--- src/rtl/rob_commit_unit_if.sv ---
// Signal bundle between the reorder buffer and Decoder / RS / LSB / regfile.
// Entry-id width follows the `ROB_SIZE_WIDTH config macro (default 3).
`ifndef ROB_SIZE_WIDTH
`define ROB_SIZE_WIDTH 3
`endif

interface rob_commit_unit_if #(
  parameter int unsigned ROB_SIZE_WIDTH = `ROB_SIZE_WIDTH
) ();
  logic                      rdy;
  logic                      issue_valid;
  logic [1:0]                issue_kind;
  logic [4:0]                issue_rd;
  logic                      issue_pred_taken;
  logic [31:0]               issue_alt_pc;
  logic                      rob_full;
  logic [ROB_SIZE_WIDTH-1:0] tail_id;
  logic [ROB_SIZE_WIDTH-1:0] query_id1;
  logic [ROB_SIZE_WIDTH-1:0] query_id2;
  logic                      query_ready1;
  logic                      query_ready2;
  logic [31:0]               query_value1;
  logic [31:0]               query_value2;
  logic                      rs_ready;
  logic [ROB_SIZE_WIDTH-1:0] rs_rob_id;
  logic [31:0]               rs_value;
  logic                      lsb_ready;
  logic [ROB_SIZE_WIDTH-1:0] lsb_rob_id;
  logic [31:0]               lsb_value;
  logic                      commit_valid;
  logic [ROB_SIZE_WIDTH-1:0] commit_rob_id;
  logic [4:0]                commit_rd;
  logic [31:0]               commit_value;
  logic                      commit_store;
  logic                      rob_clear;
  logic [31:0]               clear_pc;
  logic [31:0]               perf_commits;
  logic [31:0]               perf_mispredicts;

  modport master (
    output rdy, issue_valid, issue_kind, issue_rd, issue_pred_taken, issue_alt_pc,
    output query_id1, query_id2, rs_ready, rs_rob_id, rs_value,
    output lsb_ready, lsb_rob_id, lsb_value,
    input  rob_full, tail_id, query_ready1, query_ready2, query_value1, query_value2,
    input  commit_valid, commit_rob_id, commit_rd, commit_value, commit_store,
    input  rob_clear, clear_pc, perf_commits, perf_mispredicts
  );

  modport slave (
    input  rdy, issue_valid, issue_kind, issue_rd, issue_pred_taken, issue_alt_pc,
    input  query_id1, query_id2, rs_ready, rs_rob_id, rs_value,
    input  lsb_ready, lsb_rob_id, lsb_value,
    output rob_full, tail_id, query_ready1, query_ready2, query_value1, query_value2,
    output commit_valid, commit_rob_id, commit_rd, commit_value, commit_store,
    output rob_clear, clear_pc, perf_commits, perf_mispredicts
  );
endinterface

--- src/rtl/rob_commit_unit.sv ---
// Reorder buffer: in-order allocate, out-of-order writeback, in-order commit with flush on
// branch mispredict. Define ROB_PERF_CNT_EN to enable the commit/mispredict counters.
`ifndef ROB_SIZE_WIDTH
`define ROB_SIZE_WIDTH 3
`endif

module rob_commit_unit #(
  parameter int unsigned ROB_SIZE_WIDTH = `ROB_SIZE_WIDTH
) (
  input logic              clk,
  input logic              rst,
  rob_commit_unit_if.slave io_bus
);
  localparam int unsigned RobSize = 1 << ROB_SIZE_WIDTH;
  localparam logic [1:0] KindReg    = 2'd0;
  localparam logic [1:0] KindBranch = 2'd1;
  localparam logic [1:0] KindStore  = 2'd2;
  localparam logic [1:0] KindNop    = 2'd3;

  typedef logic [ROB_SIZE_WIDTH-1:0] id_t;

  id_t                 r_head;
  id_t                 r_tail;
  logic [ROB_SIZE_WIDTH:0] r_count;
  logic [RobSize-1:0]  r_busy;
  logic [RobSize-1:0]  r_ready;
  logic [1:0]          r_kind   [RobSize];
  logic [4:0]          r_rd     [RobSize];
  logic [31:0]         r_value  [RobSize];
  logic                r_pred   [RobSize];
  logic [31:0]         r_alt_pc [RobSize];

  logic                r_commit_valid;
  id_t                 r_commit_rob_id;
  logic [4:0]          r_commit_rd;
  logic [31:0]         r_commit_value;
  logic                r_commit_store;
  logic                r_rob_clear;
  logic [31:0]         r_clear_pc;

  logic                w_full;
  logic                w_issue;
  logic                w_commit;
  logic                w_mispredict;
  logic                w_flush;

  assign w_full       = (r_count == (ROB_SIZE_WIDTH + 1)'(RobSize));
  assign w_issue      = io_bus.issue_valid && !w_full;
  assign w_commit     = r_busy[r_head] && r_ready[r_head];
  assign w_mispredict = w_commit && (r_kind[r_head] == KindBranch) &&
                        (r_value[r_head][0] != r_pred[r_head]);
  // A flush cycle behaves like reset for everything except the perf counters.
  assign w_flush      = io_bus.rdy && r_rob_clear;

  always_ff @(posedge clk) begin
    if (rst || w_flush) begin
      r_head          <= '0;
      r_tail          <= '0;
      r_count         <= '0;
      r_busy          <= '0;
      r_ready         <= '0;
      r_commit_valid  <= 1'b0;
      r_commit_rob_id <= '0;
      r_commit_rd     <= '0;
      r_commit_value  <= '0;
      r_commit_store  <= 1'b0;
      r_rob_clear     <= 1'b0;
      r_clear_pc      <= '0;
    end else if (io_bus.rdy) begin
      for (int i = 0; i < RobSize; i++) begin
        if (io_bus.rs_ready && io_bus.rs_rob_id == id_t'(i) && r_busy[i]) begin
          r_value[i] <= io_bus.rs_value;
          r_ready[i] <= 1'b1;
        end
        if (io_bus.lsb_ready && io_bus.lsb_rob_id == id_t'(i) && r_busy[i]) begin
          r_value[i] <= io_bus.lsb_value;
          r_ready[i] <= 1'b1;
        end
      end

      if (w_issue) begin
        r_busy[r_tail]   <= 1'b1;
        r_ready[r_tail]  <= (io_bus.issue_kind == KindNop);
        r_kind[r_tail]   <= io_bus.issue_kind;
        r_rd[r_tail]     <= io_bus.issue_rd;
        r_pred[r_tail]   <= io_bus.issue_pred_taken;
        r_alt_pc[r_tail] <= io_bus.issue_alt_pc;
        r_tail           <= r_tail + 1'b1;
      end

      // Later assignments win, so a retiring head drops ready even if a broadcast hit it.
      if (w_commit) begin
        r_busy[r_head]  <= 1'b0;
        r_ready[r_head] <= 1'b0;
        r_head          <= r_head + 1'b1;
        r_commit_rob_id <= r_head;
        r_commit_rd     <= (r_kind[r_head] == KindReg) ? r_rd[r_head] : 5'd0;
        r_commit_value  <= r_value[r_head];
      end

      case ({w_issue, w_commit})
        2'b10:   r_count <= r_count + 1'b1;
        2'b01:   r_count <= r_count - 1'b1;
        default: r_count <= r_count;
      endcase

      r_commit_valid <= w_commit;
      r_commit_store <= w_commit && (r_kind[r_head] == KindStore);
      r_rob_clear    <= w_mispredict;
      if (w_mispredict) begin
        r_clear_pc <= r_alt_pc[r_head];
      end
    end
  end

  // Operand lookup: a same-cycle broadcast overrides the stored entry.
  always_comb begin
    io_bus.query_ready1 = r_ready[io_bus.query_id1];
    io_bus.query_value1 = r_value[io_bus.query_id1];
    io_bus.query_ready2 = r_ready[io_bus.query_id2];
    io_bus.query_value2 = r_value[io_bus.query_id2];
    if (io_bus.lsb_ready && io_bus.lsb_rob_id == io_bus.query_id1) begin
      io_bus.query_ready1 = 1'b1;
      io_bus.query_value1 = io_bus.lsb_value;
    end
    if (io_bus.rs_ready && io_bus.rs_rob_id == io_bus.query_id1) begin
      io_bus.query_ready1 = 1'b1;
      io_bus.query_value1 = io_bus.rs_value;
    end
    if (io_bus.lsb_ready && io_bus.lsb_rob_id == io_bus.query_id2) begin
      io_bus.query_ready2 = 1'b1;
      io_bus.query_value2 = io_bus.lsb_value;
    end
    if (io_bus.rs_ready && io_bus.rs_rob_id == io_bus.query_id2) begin
      io_bus.query_ready2 = 1'b1;
      io_bus.query_value2 = io_bus.rs_value;
    end
  end

  assign io_bus.rob_full      = w_full;
  assign io_bus.tail_id       = r_tail;
  assign io_bus.commit_valid  = r_commit_valid;
  assign io_bus.commit_rob_id = r_commit_rob_id;
  assign io_bus.commit_rd     = r_commit_rd;
  assign io_bus.commit_value  = r_commit_value;
  assign io_bus.commit_store  = r_commit_store;
  assign io_bus.rob_clear     = r_rob_clear;
  assign io_bus.clear_pc      = r_clear_pc;

`ifdef ROB_PERF_CNT_EN
  logic [31:0] r_perf_commits;
  logic [31:0] r_perf_mispredicts;

  always_ff @(posedge clk) begin
    if (rst) begin
      r_perf_commits     <= '0;
      r_perf_mispredicts <= '0;
    end else if (io_bus.rdy && !r_rob_clear) begin
      if (w_commit) begin
        r_perf_commits <= r_perf_commits + 32'd1;
      end
      if (w_mispredict) begin
        r_perf_mispredicts <= r_perf_mispredicts + 32'd1;
      end
    end
  end

  assign io_bus.perf_commits     = r_perf_commits;
  assign io_bus.perf_mispredicts = r_perf_mispredicts;
`else
  assign io_bus.perf_commits     = 32'd0;
  assign io_bus.perf_mispredicts = 32'd0;
`endif
endmodule

--- src/flat_wrapper.sv ---
// flat-port wrapper written by rule: the top's interface ports become plain ports
module rob_commit_unit_flat 
#(
  parameter int unsigned ROB_SIZE_WIDTH = `ROB_SIZE_WIDTH
)
  (clk, rst, io_bus_rdy, io_bus_issue_valid, io_bus_issue_kind, io_bus_issue_rd, io_bus_issue_pred_taken, io_bus_issue_alt_pc, io_bus_query_id1, io_bus_query_id2, io_bus_rs_ready, io_bus_rs_rob_id, io_bus_rs_value, io_bus_lsb_ready, io_bus_lsb_rob_id, io_bus_lsb_value, io_bus_rob_full, io_bus_tail_id, io_bus_query_ready1, io_bus_query_ready2, io_bus_query_value1, io_bus_query_value2, io_bus_commit_valid, io_bus_commit_rob_id, io_bus_commit_rd, io_bus_commit_value, io_bus_commit_store, io_bus_rob_clear, io_bus_clear_pc, io_bus_perf_commits, io_bus_perf_mispredicts);
  rob_commit_unit_if #(.ROB_SIZE_WIDTH(ROB_SIZE_WIDTH)) io_bus_i ();
  input logic clk;
  input logic rst;
  input wire logic [$bits(io_bus_i.rdy)-1:0] io_bus_rdy;
  input wire logic [$bits(io_bus_i.issue_valid)-1:0] io_bus_issue_valid;
  input wire logic [$bits(io_bus_i.issue_kind)-1:0] io_bus_issue_kind;
  input wire logic [$bits(io_bus_i.issue_rd)-1:0] io_bus_issue_rd;
  input wire logic [$bits(io_bus_i.issue_pred_taken)-1:0] io_bus_issue_pred_taken;
  input wire logic [$bits(io_bus_i.issue_alt_pc)-1:0] io_bus_issue_alt_pc;
  input wire logic [$bits(io_bus_i.query_id1)-1:0] io_bus_query_id1;
  input wire logic [$bits(io_bus_i.query_id2)-1:0] io_bus_query_id2;
  input wire logic [$bits(io_bus_i.rs_ready)-1:0] io_bus_rs_ready;
  input wire logic [$bits(io_bus_i.rs_rob_id)-1:0] io_bus_rs_rob_id;
  input wire logic [$bits(io_bus_i.rs_value)-1:0] io_bus_rs_value;
  input wire logic [$bits(io_bus_i.lsb_ready)-1:0] io_bus_lsb_ready;
  input wire logic [$bits(io_bus_i.lsb_rob_id)-1:0] io_bus_lsb_rob_id;
  input wire logic [$bits(io_bus_i.lsb_value)-1:0] io_bus_lsb_value;
  output wire logic [$bits(io_bus_i.rob_full)-1:0] io_bus_rob_full;
  output wire logic [$bits(io_bus_i.tail_id)-1:0] io_bus_tail_id;
  output wire logic [$bits(io_bus_i.query_ready1)-1:0] io_bus_query_ready1;
  output wire logic [$bits(io_bus_i.query_ready2)-1:0] io_bus_query_ready2;
  output wire logic [$bits(io_bus_i.query_value1)-1:0] io_bus_query_value1;
  output wire logic [$bits(io_bus_i.query_value2)-1:0] io_bus_query_value2;
  output wire logic [$bits(io_bus_i.commit_valid)-1:0] io_bus_commit_valid;
  output wire logic [$bits(io_bus_i.commit_rob_id)-1:0] io_bus_commit_rob_id;
  output wire logic [$bits(io_bus_i.commit_rd)-1:0] io_bus_commit_rd;
  output wire logic [$bits(io_bus_i.commit_value)-1:0] io_bus_commit_value;
  output wire logic [$bits(io_bus_i.commit_store)-1:0] io_bus_commit_store;
  output wire logic [$bits(io_bus_i.rob_clear)-1:0] io_bus_rob_clear;
  output wire logic [$bits(io_bus_i.clear_pc)-1:0] io_bus_clear_pc;
  output wire logic [$bits(io_bus_i.perf_commits)-1:0] io_bus_perf_commits;
  output wire logic [$bits(io_bus_i.perf_mispredicts)-1:0] io_bus_perf_mispredicts;
  assign io_bus_i.rdy = io_bus_rdy;
  assign io_bus_i.issue_valid = io_bus_issue_valid;
  assign io_bus_i.issue_kind = io_bus_issue_kind;
  assign io_bus_i.issue_rd = io_bus_issue_rd;
  assign io_bus_i.issue_pred_taken = io_bus_issue_pred_taken;
  assign io_bus_i.issue_alt_pc = io_bus_issue_alt_pc;
  assign io_bus_i.query_id1 = io_bus_query_id1;
  assign io_bus_i.query_id2 = io_bus_query_id2;
  assign io_bus_i.rs_ready = io_bus_rs_ready;
  assign io_bus_i.rs_rob_id = io_bus_rs_rob_id;
  assign io_bus_i.rs_value = io_bus_rs_value;
  assign io_bus_i.lsb_ready = io_bus_lsb_ready;
  assign io_bus_i.lsb_rob_id = io_bus_lsb_rob_id;
  assign io_bus_i.lsb_value = io_bus_lsb_value;
  assign io_bus_rob_full = io_bus_i.rob_full;
  assign io_bus_tail_id = io_bus_i.tail_id;
  assign io_bus_query_ready1 = io_bus_i.query_ready1;
  assign io_bus_query_ready2 = io_bus_i.query_ready2;
  assign io_bus_query_value1 = io_bus_i.query_value1;
  assign io_bus_query_value2 = io_bus_i.query_value2;
  assign io_bus_commit_valid = io_bus_i.commit_valid;
  assign io_bus_commit_rob_id = io_bus_i.commit_rob_id;
  assign io_bus_commit_rd = io_bus_i.commit_rd;
  assign io_bus_commit_value = io_bus_i.commit_value;
  assign io_bus_commit_store = io_bus_i.commit_store;
  assign io_bus_rob_clear = io_bus_i.rob_clear;
  assign io_bus_clear_pc = io_bus_i.clear_pc;
  assign io_bus_perf_commits = io_bus_i.perf_commits;
  assign io_bus_perf_mispredicts = io_bus_i.perf_mispredicts;
  rob_commit_unit #(.ROB_SIZE_WIDTH(ROB_SIZE_WIDTH)) u_core (.clk(clk), .rst(rst), .io_bus(io_bus_i));
endmodule
--- config.mk ---
export PLATFORM = sky130hd
export DESIGN_NAME = rob_commit_unit_flat
export DESIGN_NICKNAME = d
export VERILOG_FILES = /design/src/rtl/rob_commit_unit_if.sv /design/src/rtl/rob_commit_unit.sv /design/src/flat_wrapper.sv
export SDC_FILE = /design/constraint.sdc
export NUM_CORES = 1
export LEC_CHECK = 0
export ABC_AREA = 0
export CAP_MARGIN = 15
export CORE_MARGIN = 2
export CORE_UTILIZATION = 53
export DETAILED_ROUTE_END_ITERATION = 8
export HOLD_SLACK_MARGIN = 0.15
export PLACE_DENSITY = 0.78
export SYNTH_ARGS = -nofsm -noshare
export SYNTH_HDL_FRONTEND = slang
export SYNTH_SLANG_ARGS = --single-unit
--- constraint.sdc ---
create_clock -name clk -period 4.9 [get_ports clk]
set_input_delay 0.98 -clock clk [delete_from_list [all_inputs] [get_ports clk]]
set_output_delay 0.98 -clock clk [all_outputs]
set_load 0.01 [all_outputs]
==> summary.md, run 1 <==
| Metric | Value |
|---|---|
| Status | finished, final reports clean |
| Hold_buf cts | 0 |
| DR WL met2 | 48.6 mm |
| Clock buffer depth | 3 |
| H-tree depth | 3 |
| Peak supply drop | 283 uV |
| Sink Count | 680 |
| Vias in the first global route | 23162 |
| Worst Path Required | about 4 ns |
| Worst slew margin | 20.3% |
| DP Cell Count | 3381 |
| CTS tree | yes |
| Setup Slack @ Placement | 0.408 ns |
| DRT Pass-1 Iters | 6 |
| CTS Root Cell | clkbuf_16 |
| Min cycle time layout | 4.61 ns |
| Drt total wl | a little under 100 mm |
| Total grt overflow | 0 |
| Total number of vias | 23443 |
| ANT nets after route | 0 |
| Area Overhead vs Synth | 16.2% |
| Die footprint | between 0.06 and 0.07 mm2 |
| Wl on met1 | 36.2 mm |
| Cell taking the most area after synthesis | edfxtp_1 |
| Worst setup margin | around 0.3 ns |
| Worst skew pair latency | 0.64 ns |
| Hold Violations, Final | 0 |
| Top-area cell type share of the netlist area | 49.2% |
| Gpl congestion | 0.897 |
| Post-CTS setup buffers | 0 |
| RSZ-0062 raised after global routing | false |
| Final setup viols | 0 |
| Mapped Area | 0.0352 mm2 |
| Syn_area_per_cell | 14.4 um2 |
| PD cells | 319 mW/mm2 |
| Sequential area share after synthesis | 55.1% |
| WL met3 | roughly 10 mm |
| Final nets | 2719 |
| Top Layer Used | met5 |
| Synth area leaders | edfxtp_1 49%, mux4_2 14%, mux2_2 8.8%, dfxtp_1 5.9%, mux2i_1 3.5% |
| Wire length per cell | 28.1 um |
| Critical path peak fanout | 65 |
| # fillers | 4671 |
| Slew @ Worst Pin | around 1.2 ns |
| Slew Viols, Final | 0 |
| Cts bufs inserted | 73 |
| Final period util | 94.0% |
| Worst Skew | between 0.03 and 0.04 ns |
| Worst Path Arrival | roughly 3.6 ns |
| Die height | 262 um |
| Clock slew at reported path FFs | 0.06 ns |
| Setup TNS Final | 0 ns |
| Ys flop type | edfxtp_1 |
| HP Class | reg2reg |
| Area of the core | 0.0657 mm2 |
| Share of cells above drive strength 1 | 28.2% |
| Num rows | 94 |
| Crit path capture type | output pin |
| First-pass GRT wire length | 146 mm |
| Syn. warnings | 0 |
| Synth Register Bits | 680 |
| Worst setup SP type | input port |
| Crit Path Class | in2out |
| Netlist cell types | between 70 and 80 |
| Largest net degree at the start of global routing | between 60 and 70 |
| Vias/cell | 6.66 |
| GRT Total Usage | between 20% and 30% |
| Max-cap viol count | 0 |
| Achievable Freq | 0.217 GHz |
| Synth Instances | 2436 |
| Input/output buffers | roughly 270 |
| Initial core utilization | 53.5% |
| Initial drt markers | 2862 |
| Die width | 262 um |
| Leak pwr | roughly 13 nW |
| Drt drc | 0 |
| Resized cells post-CTS | 0 |
| Top-count cell post-synth | edfxtp_1 |
| Post-synth EDFFs | 576 |
| Hpwl dp | 59.5 mm |
| Top cells by count, synth | 576 x edfxtp_1, 275 x mux2_2, 225 x mux4_2 |
| FFs w/ async S/R, synth | 0% |
| Final std cells w/o fill | about 3500 |
| Antenna violations before repair | 12 |
| IO Pins | 331 |
[cell usage in the layout (no fill, tap or decap), drive strengths merged, types with 5 or more instances in the layout]
cell           instances
a211oi                49
a21oi                 53
a221o                  5
a221oi                40
a222oi                 5
a22o                   7
a22oi                 15
a31oi                 14
and3                   5
and3b                  5
buf                   74
bufinv                 8
clkbuf                93
clkdlybuf4s50        260
clkinv                25
clkinvlp               6
conb                  64
dfxtp                104
diode                  5
edfxtp               576
ha                     5
inv                   10
mux2                 294
mux2i                124
mux4                 225
nand2                177
nand3                 19
nor2                 105
nor2b                  7
nor3                  35
o211ai                 6
o21ai                146
o22ai                 10
xnor2                 13
xor2                   8
[worst paths after layout]
path / startpoint / to / slack [ns] / cells after the start
max: io_bus_lsb_rob_id[0] / io_bus_query_value2[3] / 0.29 / 8
min: u_core.io_bus.commit_rd[1] / u_core.io_bus.commit_rd[1] / 0.49 / 1
max reg2reg: register / u_core.io_bus.commit_rd[4] / 1.60 / 7
min reg2reg: u_core.io_bus.commit_rd[1] / u_core.io_bus.commit_rd[1] / 0.49 / 1
[per-stage QoR]
step           cell area, um2  total power, mW  hold WS (ns)  utilization [%]
2_1_floorplan           35400             7.09         0.459                -
3_3_place_gp            38400             7.49         0.468             58.4
3_5_place_dp            38400             7.52         0.469             58.4
4_1_cts                 40800             13.1         0.489             62.1
5_1_grt                 40900             13.4         0.512             62.1
6_report                40900             13.0         0.486             62.2
[worst max-delay path, cell delays in order]
cell and delay (ns):
clkdlybuf4s50_1 0.76, xnor2_1 0.17, nand4_1 0.17, buf_12 0.24, nand2_1 0.12, o21ai_0 0.08
o21ai_0 0.39, clkdlybuf4s50_1 0.63
[power by group]
part,internal [mW],total (mW),switching (mW)
Clock,3.26,5.63,2.37
Combinational,0.522,1.10,0.581
Sequential,6.29,6.31,0.0210
[metal layers]
layer / vias to the layer above / track usage [%]
met4: 16 / 12.4
met1: 11905 / 36.9
met3: 290 / 6.35
li1: 9809 / -
met5: - / 0
met2: 1423 / 47.0
[cell type report]
cell class	count	area [um2]	share of cell area, %
multi-input combinational	1496	14600	35.7
clock inverter	42	505	1.24
sequential	680	19400	47.5
timing repair buffer	334	3320	8.13
tap	864	1080	2.65
inverter	7	26.3	0.0643
clock buffer	93	1930	4.73
antenna	5	12.5	0.0306
[state kept, by name, summed over array words and instances, names as in the netlist, named ones only]
| name | cells |
|---|---|
| u_core.r_ready | 8 |
| u_core.r_alt_pc | 256 |
| u_core.r_rd | 40 |
| u_core.r_head | 3 |
| u_core.io_bus.clear_pc | 32 |
| u_core.io_bus.commit_rd | 5 |
| u_core.r_value | 256 |
| u_core.r_busy | 8 |
| u_core.r_pred | 8 |
| u_core.io_bus.rob_clear | 1 |
| u_core.io_bus.commit_valid | 1 |
| u_core.io_bus.commit_store | 1 |
| u_core.io_bus.commit_value | 32 |
| u_core.r_count | 4 |
| u_core.io_bus.commit_rob_id | 3 |
| u_core.r_kind | 16 |
| u_core.io_bus.tail_id | 3 |
[cell families after synthesis]
group                      count (synthesis)  share of synthesized area [%]
AOI/OAI and AO/OA                        384                           7.35
other                                      1                         0.0107
adders and majority gates                  5                          0.178
buffers and inverters                    323                           4.50
and+or+nand+nor                          379                           4.96
muxes                                    643                           27.4
DFF                                      680                           55.1
xor gates and xnor gates                  21                          0.523
No activity file was read; power rests on OpenSTA's default activity.
==> inputs of run 2 (changes only) <==
--- a/config.mk
+++ b/config.mk
@@ -5,7 +5,6 @@
 export SDC_FILE = /design/constraint.sdc
 export NUM_CORES = 1
 export LEC_CHECK = 0
-export ABC_AREA = 0
 export CAP_MARGIN = 15
 export CORE_MARGIN = 2
 export CORE_UTILIZATION = 53
==> results of run 2 <==
Final layout, timing and power as in run 1 (identical DEF).
